`src/rtl/pipeline_hazard_ctrl_if.sv`:
```
// Signal bundle between the pipeline datapath and pipeline_hazard_ctrl.
// Register index width comes from `REG_LENGTH (defaults to 5).
`ifndef REG_LENGTH
`define REG_LENGTH 5
`endif

interface pipeline_hazard_ctrl_if;
  logic                   id_valid;
  logic [`REG_LENGTH-1:0] id_src1;
  logic [`REG_LENGTH-1:0] id_src2;
  logic                   id_two_src;
  logic [`REG_LENGTH-1:0] exe_src1;
  logic [`REG_LENGTH-1:0] exe_src2;
  logic [`REG_LENGTH-1:0] exe_dest;
  logic                   exe_wb_en;
  logic                   exe_mem_read;
  logic                   exe_br_taken;
  logic [`REG_LENGTH-1:0] mem_dest;
  logic                   mem_wb_en;
  logic                   mem_req;
  logic                   mem_ready;
  logic [`REG_LENGTH-1:0] wb_dest;
  logic                   wb_wb_en;
  logic                   pc_freeze;
  logic                   if_id_freeze;
  logic                   if_id_flush;
  logic                   id_exe_freeze;
  logic                   id_exe_flush;
  logic                   exe_mem_freeze;
  logic                   mem_wb_flush;
  logic [1:0]             fwd_sel1;
  logic [1:0]             fwd_sel2;
  logic                   mem_timeout;
  logic [15:0]            stall_cycles;
  logic [15:0]            flush_count;

  modport master (
    output id_valid, id_src1, id_src2, id_two_src, exe_src1, exe_src2, exe_dest,
           exe_wb_en, exe_mem_read, exe_br_taken, mem_dest, mem_wb_en, mem_req,
           mem_ready, wb_dest, wb_wb_en,
    input  pc_freeze, if_id_freeze, if_id_flush, id_exe_freeze, id_exe_flush,
           exe_mem_freeze, mem_wb_flush, fwd_sel1, fwd_sel2, mem_timeout,
           stall_cycles, flush_count
  );

  modport slave (
    input  id_valid, id_src1, id_src2, id_two_src, exe_src1, exe_src2, exe_dest,
           exe_wb_en, exe_mem_read, exe_br_taken, mem_dest, mem_wb_en, mem_req,
           mem_ready, wb_dest, wb_wb_en,
    output pc_freeze, if_id_freeze, if_id_flush, id_exe_freeze, id_exe_flush,
           exe_mem_freeze, mem_wb_flush, fwd_sel1, fwd_sel2, mem_timeout,
           stall_cycles, flush_count
  );
endinterface

```
`src/rtl/pipeline_hazard_ctrl.sv`:
```
// Pipeline hazard/stall/flush controller with data-memory wait timeout.
// Optional feature macro HAZARD_FORWARDING_EN: operand forwarding, load-use-only stalls.
`ifndef REG_LENGTH
`define REG_LENGTH 5
`endif

module pipeline_hazard_ctrl #(
  parameter int unsigned TIMEOUT_CYC = 255
) (
  input logic                   clk,
  input logic                   reset,
  pipeline_hazard_ctrl_if.slave hz
);
  typedef enum logic [1:0] {RUN = 2'd0, MEM_WAIT = 2'd1, TIMEOUT = 2'd2} state_t;

  // Last wait-count value before the wait that completes the timeout budget.
  localparam logic [15:0] WAIT_LAST = 16'(TIMEOUT_CYC - 32'd1);
  localparam logic [`REG_LENGTH-1:0] REG_ZERO = {`REG_LENGTH{1'b0}};

  function automatic logic src_hit(input logic [`REG_LENGTH-1:0] dest,
                                   input logic [`REG_LENGTH-1:0] s1,
                                   input logic [`REG_LENGTH-1:0] s2,
                                   input logic two_src);
    return (dest != REG_ZERO) && ((dest == s1) || (two_src && (dest == s2)));
  endfunction

  function automatic logic [1:0] fwd_pick(input logic [`REG_LENGTH-1:0] src,
                                          input logic [`REG_LENGTH-1:0] mdest,
                                          input logic men,
                                          input logic [`REG_LENGTH-1:0] wdest,
                                          input logic wen);
    if (men && (mdest != REG_ZERO) && (mdest == src))      return 2'd1;
    else if (wen && (wdest != REG_ZERO) && (wdest == src)) return 2'd2;
    else                                                   return 2'd0;
  endfunction

  state_t      state_r, state_nxt_s;
  logic [15:0] wait_cnt_r, wait_cnt_nxt_s;
  logic        timeout_set_s;
  logic        mem_timeout_r;
  logic [15:0] stall_cycles_r, flush_count_r;
  logic        hazard_s, mem_stall_s;
  logic [1:0]  fwd1_s, fwd2_s;
  logic pc_freeze_s, if_id_freeze_s, if_id_flush_s, id_exe_freeze_s;
  logic id_exe_flush_s, exe_mem_freeze_s, mem_wb_flush_s;

`ifdef HAZARD_FORWARDING_EN
  assign hazard_s = hz.id_valid && hz.exe_mem_read && hz.exe_wb_en &&
                    src_hit(hz.exe_dest, hz.id_src1, hz.id_src2, hz.id_two_src);
  assign fwd1_s = fwd_pick(hz.exe_src1, hz.mem_dest, hz.mem_wb_en, hz.wb_dest, hz.wb_wb_en);
  assign fwd2_s = fwd_pick(hz.exe_src2, hz.mem_dest, hz.mem_wb_en, hz.wb_dest, hz.wb_wb_en);
`else
  // Without forwarding any pending producer in EXE or MEM blocks the ID instruction.
  assign hazard_s = hz.id_valid &&
                    ((hz.exe_wb_en && src_hit(hz.exe_dest, hz.id_src1, hz.id_src2, hz.id_two_src)) ||
                     (hz.mem_wb_en && src_hit(hz.mem_dest, hz.id_src1, hz.id_src2, hz.id_two_src)));
  assign fwd1_s = 2'd0;
  assign fwd2_s = 2'd0;
  logic unused_fwd_s;
  assign unused_fwd_s = ^{hz.exe_src1, hz.exe_src2, hz.exe_mem_read, hz.wb_dest, hz.wb_wb_en};
`endif

  assign mem_stall_s = (hz.mem_req && !hz.mem_ready) || (state_r == TIMEOUT);

  // Next-state and wait-counter logic for the memory-wait FSM.
  always_comb begin
    state_nxt_s    = state_r;
    wait_cnt_nxt_s = wait_cnt_r;
    timeout_set_s  = 1'b0;
    case (state_r)
      RUN: begin
        wait_cnt_nxt_s = 16'd0;
        if (hz.mem_req && !hz.mem_ready) state_nxt_s = MEM_WAIT;
        else                             state_nxt_s = RUN;
      end
      MEM_WAIT: begin
        if (hz.mem_ready) begin
          state_nxt_s    = RUN;
          wait_cnt_nxt_s = 16'd0;
        end else if (wait_cnt_r >= WAIT_LAST) begin
          state_nxt_s    = TIMEOUT;
          wait_cnt_nxt_s = wait_cnt_r + 16'd1;
          timeout_set_s  = 1'b1;
        end else begin
          wait_cnt_nxt_s = wait_cnt_r + 16'd1;
        end
      end
      TIMEOUT: state_nxt_s = TIMEOUT;
      default: begin
        state_nxt_s    = RUN;
        wait_cnt_nxt_s = 16'd0;
      end
    endcase
  end

  // State, wait counter, sticky timeout and saturating statistics registers.
  always_ff @(posedge clk) begin
    if (!reset) begin
      state_r        <= RUN;
      wait_cnt_r     <= 16'd0;
      mem_timeout_r  <= 1'b0;
      stall_cycles_r <= 16'd0;
      flush_count_r  <= 16'd0;
    end else begin
      state_r    <= state_nxt_s;
      wait_cnt_r <= wait_cnt_nxt_s;
      if (timeout_set_s) mem_timeout_r <= 1'b1;
      else               mem_timeout_r <= mem_timeout_r;
      if (pc_freeze_s && (stall_cycles_r != 16'hFFFF)) stall_cycles_r <= stall_cycles_r + 16'd1;
      else                                             stall_cycles_r <= stall_cycles_r;
      if (if_id_flush_s && (flush_count_r != 16'hFFFF)) flush_count_r <= flush_count_r + 16'd1;
      else                                              flush_count_r <= flush_count_r;
    end
  end

  // Freeze/flush decode: memory stall beats branch flush beats data hazard.
  always_comb begin
    pc_freeze_s      = 1'b0;
    if_id_freeze_s   = 1'b0;
    if_id_flush_s    = 1'b0;
    id_exe_freeze_s  = 1'b0;
    id_exe_flush_s   = 1'b0;
    exe_mem_freeze_s = 1'b0;
    mem_wb_flush_s   = 1'b0;
    if (!reset) begin
      pc_freeze_s = 1'b0;
    end else if (mem_stall_s) begin
      pc_freeze_s      = 1'b1;
      if_id_freeze_s   = 1'b1;
      id_exe_freeze_s  = 1'b1;
      exe_mem_freeze_s = 1'b1;
      mem_wb_flush_s   = 1'b1;
    end else if (hz.exe_br_taken) begin
      if_id_flush_s  = 1'b1;
      id_exe_flush_s = 1'b1;
    end else if (hazard_s) begin
      pc_freeze_s    = 1'b1;
      if_id_freeze_s = 1'b1;
      id_exe_flush_s = 1'b1;
    end else begin
      pc_freeze_s = 1'b0;
    end
  end

  assign hz.pc_freeze      = pc_freeze_s;
  assign hz.if_id_freeze   = if_id_freeze_s;
  assign hz.if_id_flush    = if_id_flush_s;
  assign hz.id_exe_freeze  = id_exe_freeze_s;
  assign hz.id_exe_flush   = id_exe_flush_s;
  assign hz.exe_mem_freeze = exe_mem_freeze_s;
  assign hz.mem_wb_flush   = mem_wb_flush_s;
  assign hz.fwd_sel1       = reset ? fwd1_s : 2'd0;
  assign hz.fwd_sel2       = reset ? fwd2_s : 2'd0;
  assign hz.mem_timeout    = mem_timeout_r;
  assign hz.stall_cycles   = stall_cycles_r;
  assign hz.flush_count    = flush_count_r;
endmodule

```
`src/flat_wrapper.sv`:
```
// flat-port wrapper written by rule: the top's interface ports become plain ports
module pipeline_hazard_ctrl_flat 
#(
  parameter int unsigned TIMEOUT_CYC = 255
)
  (clk, reset, hz_id_valid, hz_id_src1, hz_id_src2, hz_id_two_src, hz_exe_src1, hz_exe_src2, hz_exe_dest, hz_exe_wb_en, hz_exe_mem_read, hz_exe_br_taken, hz_mem_dest, hz_mem_wb_en, hz_mem_req, hz_mem_ready, hz_wb_dest, hz_wb_wb_en, hz_pc_freeze, hz_if_id_freeze, hz_if_id_flush, hz_id_exe_freeze, hz_id_exe_flush, hz_exe_mem_freeze, hz_mem_wb_flush, hz_fwd_sel1, hz_fwd_sel2, hz_mem_timeout, hz_stall_cycles, hz_flush_count);
  pipeline_hazard_ctrl_if hz_i ();
  input logic clk;
  input logic reset;
  input wire logic [$bits(hz_i.id_valid)-1:0] hz_id_valid;
  input wire logic [$bits(hz_i.id_src1)-1:0] hz_id_src1;
  input wire logic [$bits(hz_i.id_src2)-1:0] hz_id_src2;
  input wire logic [$bits(hz_i.id_two_src)-1:0] hz_id_two_src;
  input wire logic [$bits(hz_i.exe_src1)-1:0] hz_exe_src1;
  input wire logic [$bits(hz_i.exe_src2)-1:0] hz_exe_src2;
  input wire logic [$bits(hz_i.exe_dest)-1:0] hz_exe_dest;
  input wire logic [$bits(hz_i.exe_wb_en)-1:0] hz_exe_wb_en;
  input wire logic [$bits(hz_i.exe_mem_read)-1:0] hz_exe_mem_read;
  input wire logic [$bits(hz_i.exe_br_taken)-1:0] hz_exe_br_taken;
  input wire logic [$bits(hz_i.mem_dest)-1:0] hz_mem_dest;
  input wire logic [$bits(hz_i.mem_wb_en)-1:0] hz_mem_wb_en;
  input wire logic [$bits(hz_i.mem_req)-1:0] hz_mem_req;
  input wire logic [$bits(hz_i.mem_ready)-1:0] hz_mem_ready;
  input wire logic [$bits(hz_i.wb_dest)-1:0] hz_wb_dest;
  input wire logic [$bits(hz_i.wb_wb_en)-1:0] hz_wb_wb_en;
  output wire logic [$bits(hz_i.pc_freeze)-1:0] hz_pc_freeze;
  output wire logic [$bits(hz_i.if_id_freeze)-1:0] hz_if_id_freeze;
  output wire logic [$bits(hz_i.if_id_flush)-1:0] hz_if_id_flush;
  output wire logic [$bits(hz_i.id_exe_freeze)-1:0] hz_id_exe_freeze;
  output wire logic [$bits(hz_i.id_exe_flush)-1:0] hz_id_exe_flush;
  output wire logic [$bits(hz_i.exe_mem_freeze)-1:0] hz_exe_mem_freeze;
  output wire logic [$bits(hz_i.mem_wb_flush)-1:0] hz_mem_wb_flush;
  output wire logic [$bits(hz_i.fwd_sel1)-1:0] hz_fwd_sel1;
  output wire logic [$bits(hz_i.fwd_sel2)-1:0] hz_fwd_sel2;
  output wire logic [$bits(hz_i.mem_timeout)-1:0] hz_mem_timeout;
  output wire logic [$bits(hz_i.stall_cycles)-1:0] hz_stall_cycles;
  output wire logic [$bits(hz_i.flush_count)-1:0] hz_flush_count;
  assign hz_i.id_valid = hz_id_valid;
  assign hz_i.id_src1 = hz_id_src1;
  assign hz_i.id_src2 = hz_id_src2;
  assign hz_i.id_two_src = hz_id_two_src;
  assign hz_i.exe_src1 = hz_exe_src1;
  assign hz_i.exe_src2 = hz_exe_src2;
  assign hz_i.exe_dest = hz_exe_dest;
  assign hz_i.exe_wb_en = hz_exe_wb_en;
  assign hz_i.exe_mem_read = hz_exe_mem_read;
  assign hz_i.exe_br_taken = hz_exe_br_taken;
  assign hz_i.mem_dest = hz_mem_dest;
  assign hz_i.mem_wb_en = hz_mem_wb_en;
  assign hz_i.mem_req = hz_mem_req;
  assign hz_i.mem_ready = hz_mem_ready;
  assign hz_i.wb_dest = hz_wb_dest;
  assign hz_i.wb_wb_en = hz_wb_wb_en;
  assign hz_pc_freeze = hz_i.pc_freeze;
  assign hz_if_id_freeze = hz_i.if_id_freeze;
  assign hz_if_id_flush = hz_i.if_id_flush;
  assign hz_id_exe_freeze = hz_i.id_exe_freeze;
  assign hz_id_exe_flush = hz_i.id_exe_flush;
  assign hz_exe_mem_freeze = hz_i.exe_mem_freeze;
  assign hz_mem_wb_flush = hz_i.mem_wb_flush;
  assign hz_fwd_sel1 = hz_i.fwd_sel1;
  assign hz_fwd_sel2 = hz_i.fwd_sel2;
  assign hz_mem_timeout = hz_i.mem_timeout;
  assign hz_stall_cycles = hz_i.stall_cycles;
  assign hz_flush_count = hz_i.flush_count;
  pipeline_hazard_ctrl #(.TIMEOUT_CYC(TIMEOUT_CYC)) u_core (.clk(clk), .reset(reset), .hz(hz_i));
endmodule
```
`config.mk`:
```
export PLATFORM = sky130hd
export DESIGN_NAME = pipeline_hazard_ctrl_flat
export DESIGN_NICKNAME = d
export VERILOG_FILES = /design/src/rtl/pipeline_hazard_ctrl_if.sv /design/src/rtl/pipeline_hazard_ctrl.sv /design/src/flat_wrapper.sv
export SDC_FILE = /design/constraint.sdc
export NUM_CORES = 1
export LEC_CHECK = 0
export CAP_MARGIN = 15
export CORE_ASPECT_RATIO = 1.25
export CORE_MARGIN = 10
export CORE_UTILIZATION = 52
export CTS_BUF_LIST = sky130_fd_sc_hd__clkbuf_2
export CTS_CLUSTER_SIZE = 10
export DETAILED_ROUTE_END_ITERATION = 10
export MAX_ROUTING_LAYER = met4
export PLACE_DENSITY = 0.86
export SLEW_MARGIN = 20
export SYNTH_ARGS = -nofsm -noshare
export SYNTH_HDL_FRONTEND = slang
export SYNTH_SLANG_ARGS = --single-unit
```
`constraint.sdc`:
```
create_clock -name clk -period 3.9 [get_ports clk]
set_input_delay 0.975 -clock clk [delete_from_list [all_inputs] [get_ports clk]]
set_output_delay 0.975 -clock clk [all_outputs]
set_load 0.05 [all_outputs]
```
; ---- Word level (Yosys, flattened, before mapping)
; Cells that the tools add are included.
[word_totals]
regBits = 51
in_bits = 46
output_inout_bits = 44
elab_cells = 57
[classes]
n_addsub = 3
order_cmp = 1
n_eq_ne = 9
muxes = 21
n_reduce_logical = 18
[ops]
columns = operator, count
row1 = adder 16 x 1 -> 16 bit (second input constant), 3
row2 = inequality test 16 bit (second input constant), 2
row3 = one-hot mux 16 bit (2 select lines), 1
row4 = == test 5 bit, 4
row5 = >= comparator 16 x 8 -> 1 bit (second input constant), 1
row6 = 2-to-1 mux 1 bit, 16
row7 = 2-to-1 mux 16 bit, 1
row8 = logical AND 1 bit, 10
row9 = nonzero test 5 bit, 2
row10 = one-hot mux 2 bit (3 select lines), 1
row11 = logical OR 1 bit, 4
row12 = 2-to-1 mux 2 bit, 2
row13 = inequality test 3 x 2 -> 1 bit (second input constant), 1
row14 = == test 2 x 1 -> 1 bit (second input constant), 1
row15 = == test 2 bit (second input constant), 1
row16 = logical NOT 2 bit, 1
row17 = logical NOT 1 bit, 1

; ---- Depth between registers and ports, before layout
; Gate-level depths: netlist (run 1).
[depth]
ltp_word = 12
depth_mapped = 9
ltp_nobuf = 8

; ---- Least setup slack after synthesis (run 1)
; No wires, ideal clock.
[synth_timing]
path_type = input -> output
start = in hz_exe_dest[3]
end = out hz_id_exe_flush
arrival_time_ns = 2.842
required_ns = 2.925
slack_ns = 0.083
cell_stages = 6
path_buffers = 0
path_cell_list = xor2_1 > nor4_1 > a32oi_1 > o22ai_2 > a21oi_1 > nor3_1
[synth_via]
elab_chain_cells = 11
word_cells_on_any_way = 13
classes_between = 2 x eq/ne / 4 x mux / 7 x reduce/logical
[synth_rtl]
columns = item, line
row1 = from (decl), flat_wrapper.sv:16  ; input wire logic [$bits(hz_i.exe_dest)-1:0] hz_exe_dest;
row2 = == test 5 bit, pipeline_hazard_ctrl.sv:24  ; return (dest != REG_ZERO) && ((dest == s1) || (two_src && (dest == s2)));
row3 = logical AND 1 bit, pipeline_hazard_ctrl.sv:24
row4 = logical OR 1 bit, pipeline_hazard_ctrl.sv:24
row5 = logical AND 1 bit *, pipeline_hazard_ctrl.sv:24
row6 = logical AND 1 bit *, pipeline_hazard_ctrl.sv:55  ; ((hz.exe_wb_en && src_hit(hz.exe_dest, hz.id_src1, hz.id_src2, hz.id_two_src)) ||
row7 = logical OR 1 bit *, pipeline_hazard_ctrl.sv:55
row8 = logical AND 1 bit *, pipeline_hazard_ctrl.sv:54  ; assign hazard_s = hz.id_valid &&
row9 = 2-to-1 mux 1 bit *, pipeline_hazard_ctrl.sv:136  ; end else if (hazard_s) begin
row10 = 2-to-1 mux 1 bit *, pipeline_hazard_ctrl.sv:133  ; end else if (hz.exe_br_taken) begin
row11 = 2-to-1 mux 1 bit *, pipeline_hazard_ctrl.sv:127  ; end else if (mem_stall_s) begin
row12 = 2-to-1 mux 1 bit *, pipeline_hazard_ctrl.sv:125  ; if (!reset) begin
row13 = to (decl), flat_wrapper.sv:30  ; output wire logic [$bits(hz_i.id_exe_flush)-1:0] hz_id_exe_flush;
; Every way passes the cells marked *; elsewhere a longest branch is shown, timed or not.

; ---- Worst setup path in the final report (run 1)
[layout_timing]
start = in hz_id_src2[0]
end = out hz_id_exe_flush
[layout_via]
elab_chain_cells = 11
word_cells_on_any_way = 16
classes_between = 2 x eq/ne / 4 x mux / 10 x reduce/logical
[layout_rtl]
columns = item, line
row1 = from (decl), flat_wrapper.sv:12  ; input wire logic [$bits(hz_i.id_src2)-1:0] hz_id_src2;
row2 = == test 5 bit, pipeline_hazard_ctrl.sv:24
row3 = logical AND 1 bit, pipeline_hazard_ctrl.sv:24
row4 = logical OR 1 bit, pipeline_hazard_ctrl.sv:24
row5 = logical AND 1 bit, pipeline_hazard_ctrl.sv:24
row6 = "logical AND 1 bit, on equally long branches", "pipeline_hazard_ctrl.sv:55, pipeline_hazard_ctrl.sv:56"
row7 = logical OR 1 bit *, pipeline_hazard_ctrl.sv:55
row8 = logical AND 1 bit *, pipeline_hazard_ctrl.sv:54
row9 = 2-to-1 mux 1 bit *, pipeline_hazard_ctrl.sv:136
row10 = 2-to-1 mux 1 bit *, pipeline_hazard_ctrl.sv:133
row11 = 2-to-1 mux 1 bit *, pipeline_hazard_ctrl.sv:127
row12 = 2-to-1 mux 1 bit *, pipeline_hazard_ctrl.sv:125
; Marked as above.

==> flow_summary_export.csv, run 1 <==
group,metric,value,unit
global_route,antenna_found_initial,0,
floorplan,die_area,9026,µm²
floorplan,ios,90,
cells_and_area,mostFrequentLayoutCell,"clkdlybuf4s50_1",
power_and_ir_drop,sequentialPowerShare,56.1,%
place,gp_congestion,0.8678,
synth,yosysTopAreaCell,"dfxtp_1",
critical_path,critical-path-slowest-cell,"clkdlybuf4s50_1",
clock_network,cts_tree,"yes",
cells_and_area,seqCellArea,1021,µm²
floorplan,core,5443,µm²
place,numPortBuffers,68,
power_and_ir_drop,p_clk_share,28.6,%
synth,yosysSeqAreaShare,34.99,%
clock_network,clk_pin_slew,0.24,ns
place,place_hpwl,5768,µm
routing,wire_per_inst,15.90,µm
power_and_ir_drop,ir_drop,0.2031,mV
routing,drc_errors,0,
clock_network,clock_sinks,51,
hold_path,hp-class,"reg -> reg",
timing,period_share,96.29,%
clock_network,cts_buffers,5,
power_and_ir_drop,p_int,695.8,µW
timing,fin_ws,0.1448,ns
clock_network,clock_path_buffers,2,
synth,async_flop_share,0,%
critical_path,crit_type,"in -> out",
place,place_ws,0.05532,ns
cells_and_area,multi_input_area,1774,µm²
timing,report.final.slew_viol_count,0,
critical_path,cp.arrival,2.78,ns
synth,synth_top_area_share,34.99,%
global_route,gr-total-overflow,0,
routing,wl,7650,µm
routing,antenna_left,0,
timing,slew_headroom,64.14,%
cells_and_area,antenna_cells,0,
critical_path,cp.required,2.92,ns
synth,ys.warnings.count,0,
critical_path,cp_max_fo,2,
power_and_ir_drop,p_leak,1.348,nW
critical_path,path_cells,"clkdlybuf4s50_1 -> xor2_1 -> nor4_1 -> a32oi_1 -> o22ai_2 -> a21oi_2 -> nor3_2 -> buf_4 -> buf_12",
clock_network,root_buffer,"clkbuf_2",
power_and_ir_drop,power.share.combinational,15.4,%
cells_and_area,fin_nets,467,
power_and_ir_drop,p_sw,249.8,µW
cells_and_area,drive_gt1_share,9.353,%
critical_path,end_kind,"output port",
global_route,grt_pass1_wl,13100,µm
timing,worst_pin_slew,0.5362,ns
clock_network,cts_setup_buffers,0,
synth,synth_edf_count,0,
floorplan,initial_core_util,53.61,%
synth,synth_cell_types,59,
critical_path,startpoint_type,"input port",
timing,setup-tns-final,0,ns
timing,skew,0.01508,ns
timing,setup-violations-final,0,
job,maxCapViolations,0,
global_route,grt_pass1_vias,2780,
cells_and_area,area_growth,29.20,%
timing,hold_violations,0,
routing,drt-initial-drc-count,210,
floorplan,rows,30,
critical_path,cpPeakStageDelay,0.47,ns
synth,synthFlopType,"dfxtp_1",
synth,ys_ff_latch,51,
routing,vias_per_cell,5.881,
routing,vias,2829,
routing,firstDrtPassIters,4,
timing,rsz0062_at_grt,"false",
clock_network,clkLatencyLatePin,0.43,ns
floorplan,die_x,87,µm
timing,layout_min_cycle_time,3.755,ns
outcome,status,"finished clean",
power_and_ir_drop,power,945.6,µW
cells_and_area,final_cell_mix,"clkdlybuf4s50_1 (53), dfxtp_1 (51), nor2_1 (38)",
synth,syn_area,2918,µm²
clock_network,htree_levels,2,
global_route,grtUsageTotal,17.41,%
global_route,grt_max_degree,35,
synth,synthTopCellsByArea,"dfxtp_1 (35%), xor2_1 (6.3%), nor2_1 (4.9%), nand2_1 (4.1%), xnor2_1 (3.3%)",
timing,max_clock_freq,266.3,MHz
floorplan,die_y,103.8,µm
synth,syn_inst,351,
synth,avgSynthCellArea,8.313,µm²
power_and_ir_drop,p_sw_share,26.42,%
cells_and_area,fill_cells,432,
power_and_ir_drop,power.density,250.8,nW/µm²
## cells in the mapped netlist (all sizes together) (2+ instances only)
cell and instances:
and4 4, o31ai 5, a32oi 2, and2 12
o21a 3, dfxtp 51, nand2b 3, xor2 21
a21oi 20, ha 4, nand2 32, o21ai 15
nor3 9, inv 6, nor4 9, o41ai 4
a41oi 2, a311oi 4, nand4 11, nor2 39
or3 4, or4 4, xnor2 11, or4b 2
and3 6, nand3 16, clkbuf 9, a31oi 7
nor2b 3, mux2i 6, buf 11, o211ai 2
## registers in the layout, indices dropped and copies added (netlist names)
signal,cells
u_core.hz.flush_count,16
u_core.hz.stall_cycles,16
u_core.wait_cnt_r,16
u_core.state_r,2
u_core.hz.mem_timeout,1
## logic make-up (layout without fill, tap and decap cells)
kind of cell,count (synthesis),count (layout),synth area share [%]
buf+inv,27,90,5.103
xor+xnor,32,32,9.606
mux,6,6,2.058
simple gates,159,159,29.80
fa+ha+maj,4,4,1.715
flops,51,51,34.99
compound gates,71,71,16.60
other cells,1,4,0.1285
## power by group through the flow
stage          clock network, mW  registers (mW)  logic [mW]
6_report                   0.270           0.530       0.145
5_1_grt                    0.293           0.531       0.156
4_1_cts                    0.273           0.530       0.145
3_5_place_dp                   0           0.540       0.144
3_3_place_gp                   0           0.540       0.142
2_1_floorplan                  0           0.547      0.0711
## per-stage QoR
stage | instances | hold WS [ns] | util (%) | area [µm²]
after floorplan | 354 | 0.4375 | - | 2929
after global placement | 474 | 0.4510 | 67.52 | 3675
after detailed placement | 474 | 0.4706 | 67.52 | 3675
after CTS | 481 | 0.5084 | 68.62 | 3735
after global routing | 481 | 0.5464 | 69.26 | 3770
final | 481 | 0.5025 | 69.26 | 3770
## path summary, 6_finish.rpt
| check | startpoint | endpoint | slack, ns | cells past startpoint |
|---|---|---|---|---|
| max | hz_id_src2[0] | hz_id_exe_flush | 0.14 | 9 |
| min | u_core.state_r[1] | u_core.state_r[0] | 0.50 | 1 |
| max reg2reg | u_core.state_r[0] | u_core.hz.flush_count[11] | 1.40 | 7 |
| min reg2reg | u_core.state_r[1] | u_core.state_r[0] | 0.50 | 1 |
## critical path, delay by kind of cell
family	cells	cell delay [ns]
buf+inv	3	0.74
xor+xnor	1	0.16
compound gates	3	0.52
simple gates	2	0.39
## what timing repair did
action	4_1_cts	5_1_grt
gates resized for setup	0	11
setup endpoints to repair	0	1
hold buffers	0	0
endpoints found under the hold margin	0	0
## routing by layer
metal / vias up / share of wire (%) / track usage, %
met5: - / 0 / -
met3: 10 / 6.5 / 5.172
li1: 1401 / - / -
met2: 84 / 50 / 27.74
met4: 0 / 1.3 / 4.988
met1: 1334 / 42 / 20.44
## layout make-up
class / count / share of cell area, %
clock inverters: 1 / 0.7965
flip-flops and latches: 51 / 27.08
multi-input cells: 276 / 47.06
inverters: 7 / 0.7634
well taps: 64 / 2.124
clock buffers: 6 / 0.7965
repair buffers: 76 / 21.37
Power figures use the tool's default switching activity.
==> run 2: changes to the inputs <==
--- a/config.mk
+++ b/config.mk
@@ -5,15 +5,15 @@
 export SDC_FILE = /design/constraint.sdc
 export NUM_CORES = 1
 export LEC_CHECK = 0
+export ABC_AREA = 1
 export CAP_MARGIN = 15
-export CORE_ASPECT_RATIO = 1.25
 export CORE_MARGIN = 10
-export CORE_UTILIZATION = 52
+export CORE_UTILIZATION = 54
 export CTS_BUF_LIST = sky130_fd_sc_hd__clkbuf_2
 export CTS_CLUSTER_SIZE = 10
 export DETAILED_ROUTE_END_ITERATION = 10
 export MAX_ROUTING_LAYER = met4
-export PLACE_DENSITY = 0.86
+export PLACE_DENSITY = 0.87
 export SLEW_MARGIN = 20
 export SYNTH_ARGS = -nofsm -noshare
 export SYNTH_HDL_FRONTEND = slang
==> run 2 against run 1 <==
Compared with the run above: utilization grew 2.7 points; clock skew up 0.013 ns; via count grew 24%; combinational power is 20% higher; critical path depth grew 3; routed wire length increased by 17%; first-iteration DRC count fell by 6.7%; synthesized cell count is 47% higher.
==> flow_summary_export.csv, run 2 <==
group,metric,value,unit
global_route,grt_pass1_wl,15060,µm
synth,synthFlopType,"dfxtp_1",
global_route,antenna_found_initial,0,
floorplan,initial_core_util,56.85,%
floorplan,core,5608,µm²
critical_path,cp_top_family,"simple AND/OR/NAND/NOR gates",
timing,rsz0062_at_grt,"false",
power_and_ir_drop,power.density,243.2,nW/µm²
synth,ys_ff_latch,51,
critical_path,critical-path-slowest-cell,"clkdlybuf4s50_1",
clock_network,clock_sinks,51,
place,gp_congestion,0.8937,
timing,max_clock_freq,277.4,MHz
synth,synth_commonest_cells,"nand2_1 (151), inv_1 (66), dfxtp_1 (51)",
critical_path,reg2reg_from,"u_core.hz.stall_cycles[0]",
place,placed_cells,645,
clock_network,cts_tree,"yes",
synth,synth-simple-area-share,37.01,%
critical_path,reg2reg_slack,1.45,ns
cells_and_area,final_cell_mix,"nand2_1 (151), inv_1 (66), clkdlybuf4s50_1 (61)",
cells_and_area,antenna_cells,0,
routing,drt-initial-drc-count,196,
floorplan,die_x,96.84,µm
critical_path,path_buf_inv,3,
critical_path,startpoint_type,"input port",
synth,synth_xor_area_share,3.846,%
floorplan,die_y,96.84,µm
critical_path,cpPeakStageDelay,0.53,ns
synth,synth-adder-area-share,1.570,%
routing,firstDrtPassIters,5,
timing,report.final.slew_viol_count,0,
synth,synth.area.mux_share,0,%
global_route,gr-total-overflow,0,
clock_network,clkLatencyLatePin,0.45,ns
clock_network,clk_pin_slew,0.24,ns
synth,synth_top_area_share,32.03,%
cells_and_area,post-route-util,71.95,%
clock_network,clock_path_buffers,2,
synth,synth_top_family_by_area,"simple AND/OR/NAND/NOR gates",
clock_network,root_buffer,"clkbuf_2",
clock_network,cts_setup_buffers,0,
synth,async_flop_share,0,%
timing,worst_pin_slew,0.5386,ns
clock_network,postCtsHoldBufs,0,
floorplan,ios,90,
power_and_ir_drop,ir_drop,0.1757,mV
synth,ys.warnings.count,0,
outcome,status,"finished clean",
critical_path,end_kind,"output port",
timing,hold_violations,0,
synth,syn_area,3188,µm²
critical_path,cp.required,2.92,ns
routing,drc_errors,0,
global_route,grtUsageTotal,18.82,%
timing,slew_headroom,63.98,%
routing,wl,8964,µm
synth,avgSynthCellArea,6.190,µm²
hold_path,hp-start,"u_core.hz.flush_count[7]",
routing,antenna_left,0,
timing,layout_min_cycle_time,3.605,ns
timing,period_share,92.43,%
cells_and_area,drive_gt1_share,6.034,%
critical_path,critPathMostFrequentCell,"nand2_1",
hold_path,hp-class,"reg -> reg",
routing,vias,3516,
clock_network,postCtsResizedCells,0,
clock_network,cts_buffers,5,
job,maxCapViolations,0,
floorplan,rows,27,
place,numPortBuffers,68,
critical_path,cp.arrival,2.63,ns
cells_and_area,mostFrequentLayoutCell,"nand2_1",
cells_and_area,area_growth,26.57,%
synth,yosysSeqAreaShare,32.03,%
routing,wire_per_inst,13.75,µm
power_and_ir_drop,p_leak,1.584,nW
synth,syn_inst,515,
place,place_hpwl,6987,µm
routing,vias_per_cell,5.393,
power_and_ir_drop,power,981.5,µW
critical_path,crit_type,"in -> out",
synth,yosysTopAreaCell,"dfxtp_1",
clock_network,htree_levels,2,
cells_and_area,instances_no_fill,652,
synth,synth-compound-area-share,13.30,%
timing,skew,0.02857,ns
floorplan,die_area,9377,µm²
critical_path,crit_path_start,"hz_mem_dest[4]",
synth,yosysMostFrequentCell,"nand2_1",
critical_path,path_cells,"clkdlybuf4s50_1 -> inv_1 -> nand2_1 -> nand2_1 -> nor2_1 -> nand3_1 -> nand2_1 -> nand2_1 -> nand2_1 -> nand3_1 -> nand2_1 -> buf_12",
synth,synthTopCellsByArea,"dfxtp_1 (32%), nand2_1 (18%), inv_1 (7.8%), nand3_1 (7.2%), a21oi_1 (6.3%)",
timing,setup-tns-final,0,ns
timing,setup-violations-final,0,
global_route,grt_max_degree,28,
synth,synth_cell_types,34,
critical_path,cp_max_fo,4,
cells_and_area,fin_nets,630,
synth,synth_edf_count,0,
cells_and_area,fill_cells,503,
global_route,grt_pass1_vias,3285,
## run 2: cell types whose count changed in the layout (fill, tap and decap cells not counted), moves of 6 or more
cell             delta
o21ai_0            +10
inv_1              +61
xor2_1             -14
nand3_1            +30
dlymetal6s2s_1      -8
nor2_1             +11
and2_1             -12
nand2_1           +119
mux2i_1             -6
clkdlybuf4s50_1     +8
a21oi_1            +22
a31oi_1             -6
inv_2               +7
## run 2: final timing paths
check / endpoint / cells after the start
max: hz_pc_freeze / 12
max reg2reg: u_core.hz.stall_cycles[7] / 9
min: u_core.hz.flush_count[7] / 2
min reg2reg: u_core.hz.flush_count[7] / 2
## run 2: final cells by class
class                      count  area, µm²  share of cell area, %
clock buffer                   5      25.02                 0.6202
clock inverter                 2      37.54                 0.9302
inverter                      75      281.5                  6.977
multi-input combinational    374       1792                  44.40
sequential                    51       1021                  25.30
tap                           72      90.09                  2.233
timing repair buffer          73      788.3                  19.53
## run 2: cells by family (layout without fill, tap and decap cells)
| family | count (synthesis) | after routing |
|---|---|---|
| simple gates | 276 | 276 |
| fa+ha+maj | 4 | 4 |
| other cells | 1 | 4 |
| buf+inv | 93 | 155 |
| compound gates | 76 | 76 |
| xor+xnor | 14 | 14 |
| flops | 51 | 51 |
## run 2: worst min-delay path, delay by kind of cell, from the launching register on
family / cells / cell delay [ns]
flip-flops: 1 / 0.38
AO/OA/AOI/OAI: 1 / 0.05
buffers and inverters: 1 / 0.05
## run 2: where the power goes
group,switching [mW],total [mW],internal [mW]
clock,0.172,0.276,0.104
combinational,0.104,0.174,0.0698
sequential,0.00420,0.531,0.527
total,0.280,0.982,0.701
## run 2: routing by layer
layer | up-vias | share of wire [%] | global-route usage [%] | wire, µm
met1 | 1613 | 41 | 20.74 | 3681
li1 | 1777 | - | - | -
met3 | 14 | 5.0 | 4.116 | 450
met2 | 112 | 52 | 33.08 | 4675
met5 | - | 0 | - | 0
met4 | 0 | 1.7 | 5.524 | 156
## run 2: metrics by stage
stage                     setup WS (ns)  instance area, µm²  hold WS [ns]
final                            0.2953                4035        0.4779
after global routing             0.1765                4035        0.5110
after CTS                        0.3031                4035        0.4816
after detailed placement         0.3106                3973        0.4466
after global placement           0.3572                3973        0.4441
after floorplan                  0.1683                3199        0.4536
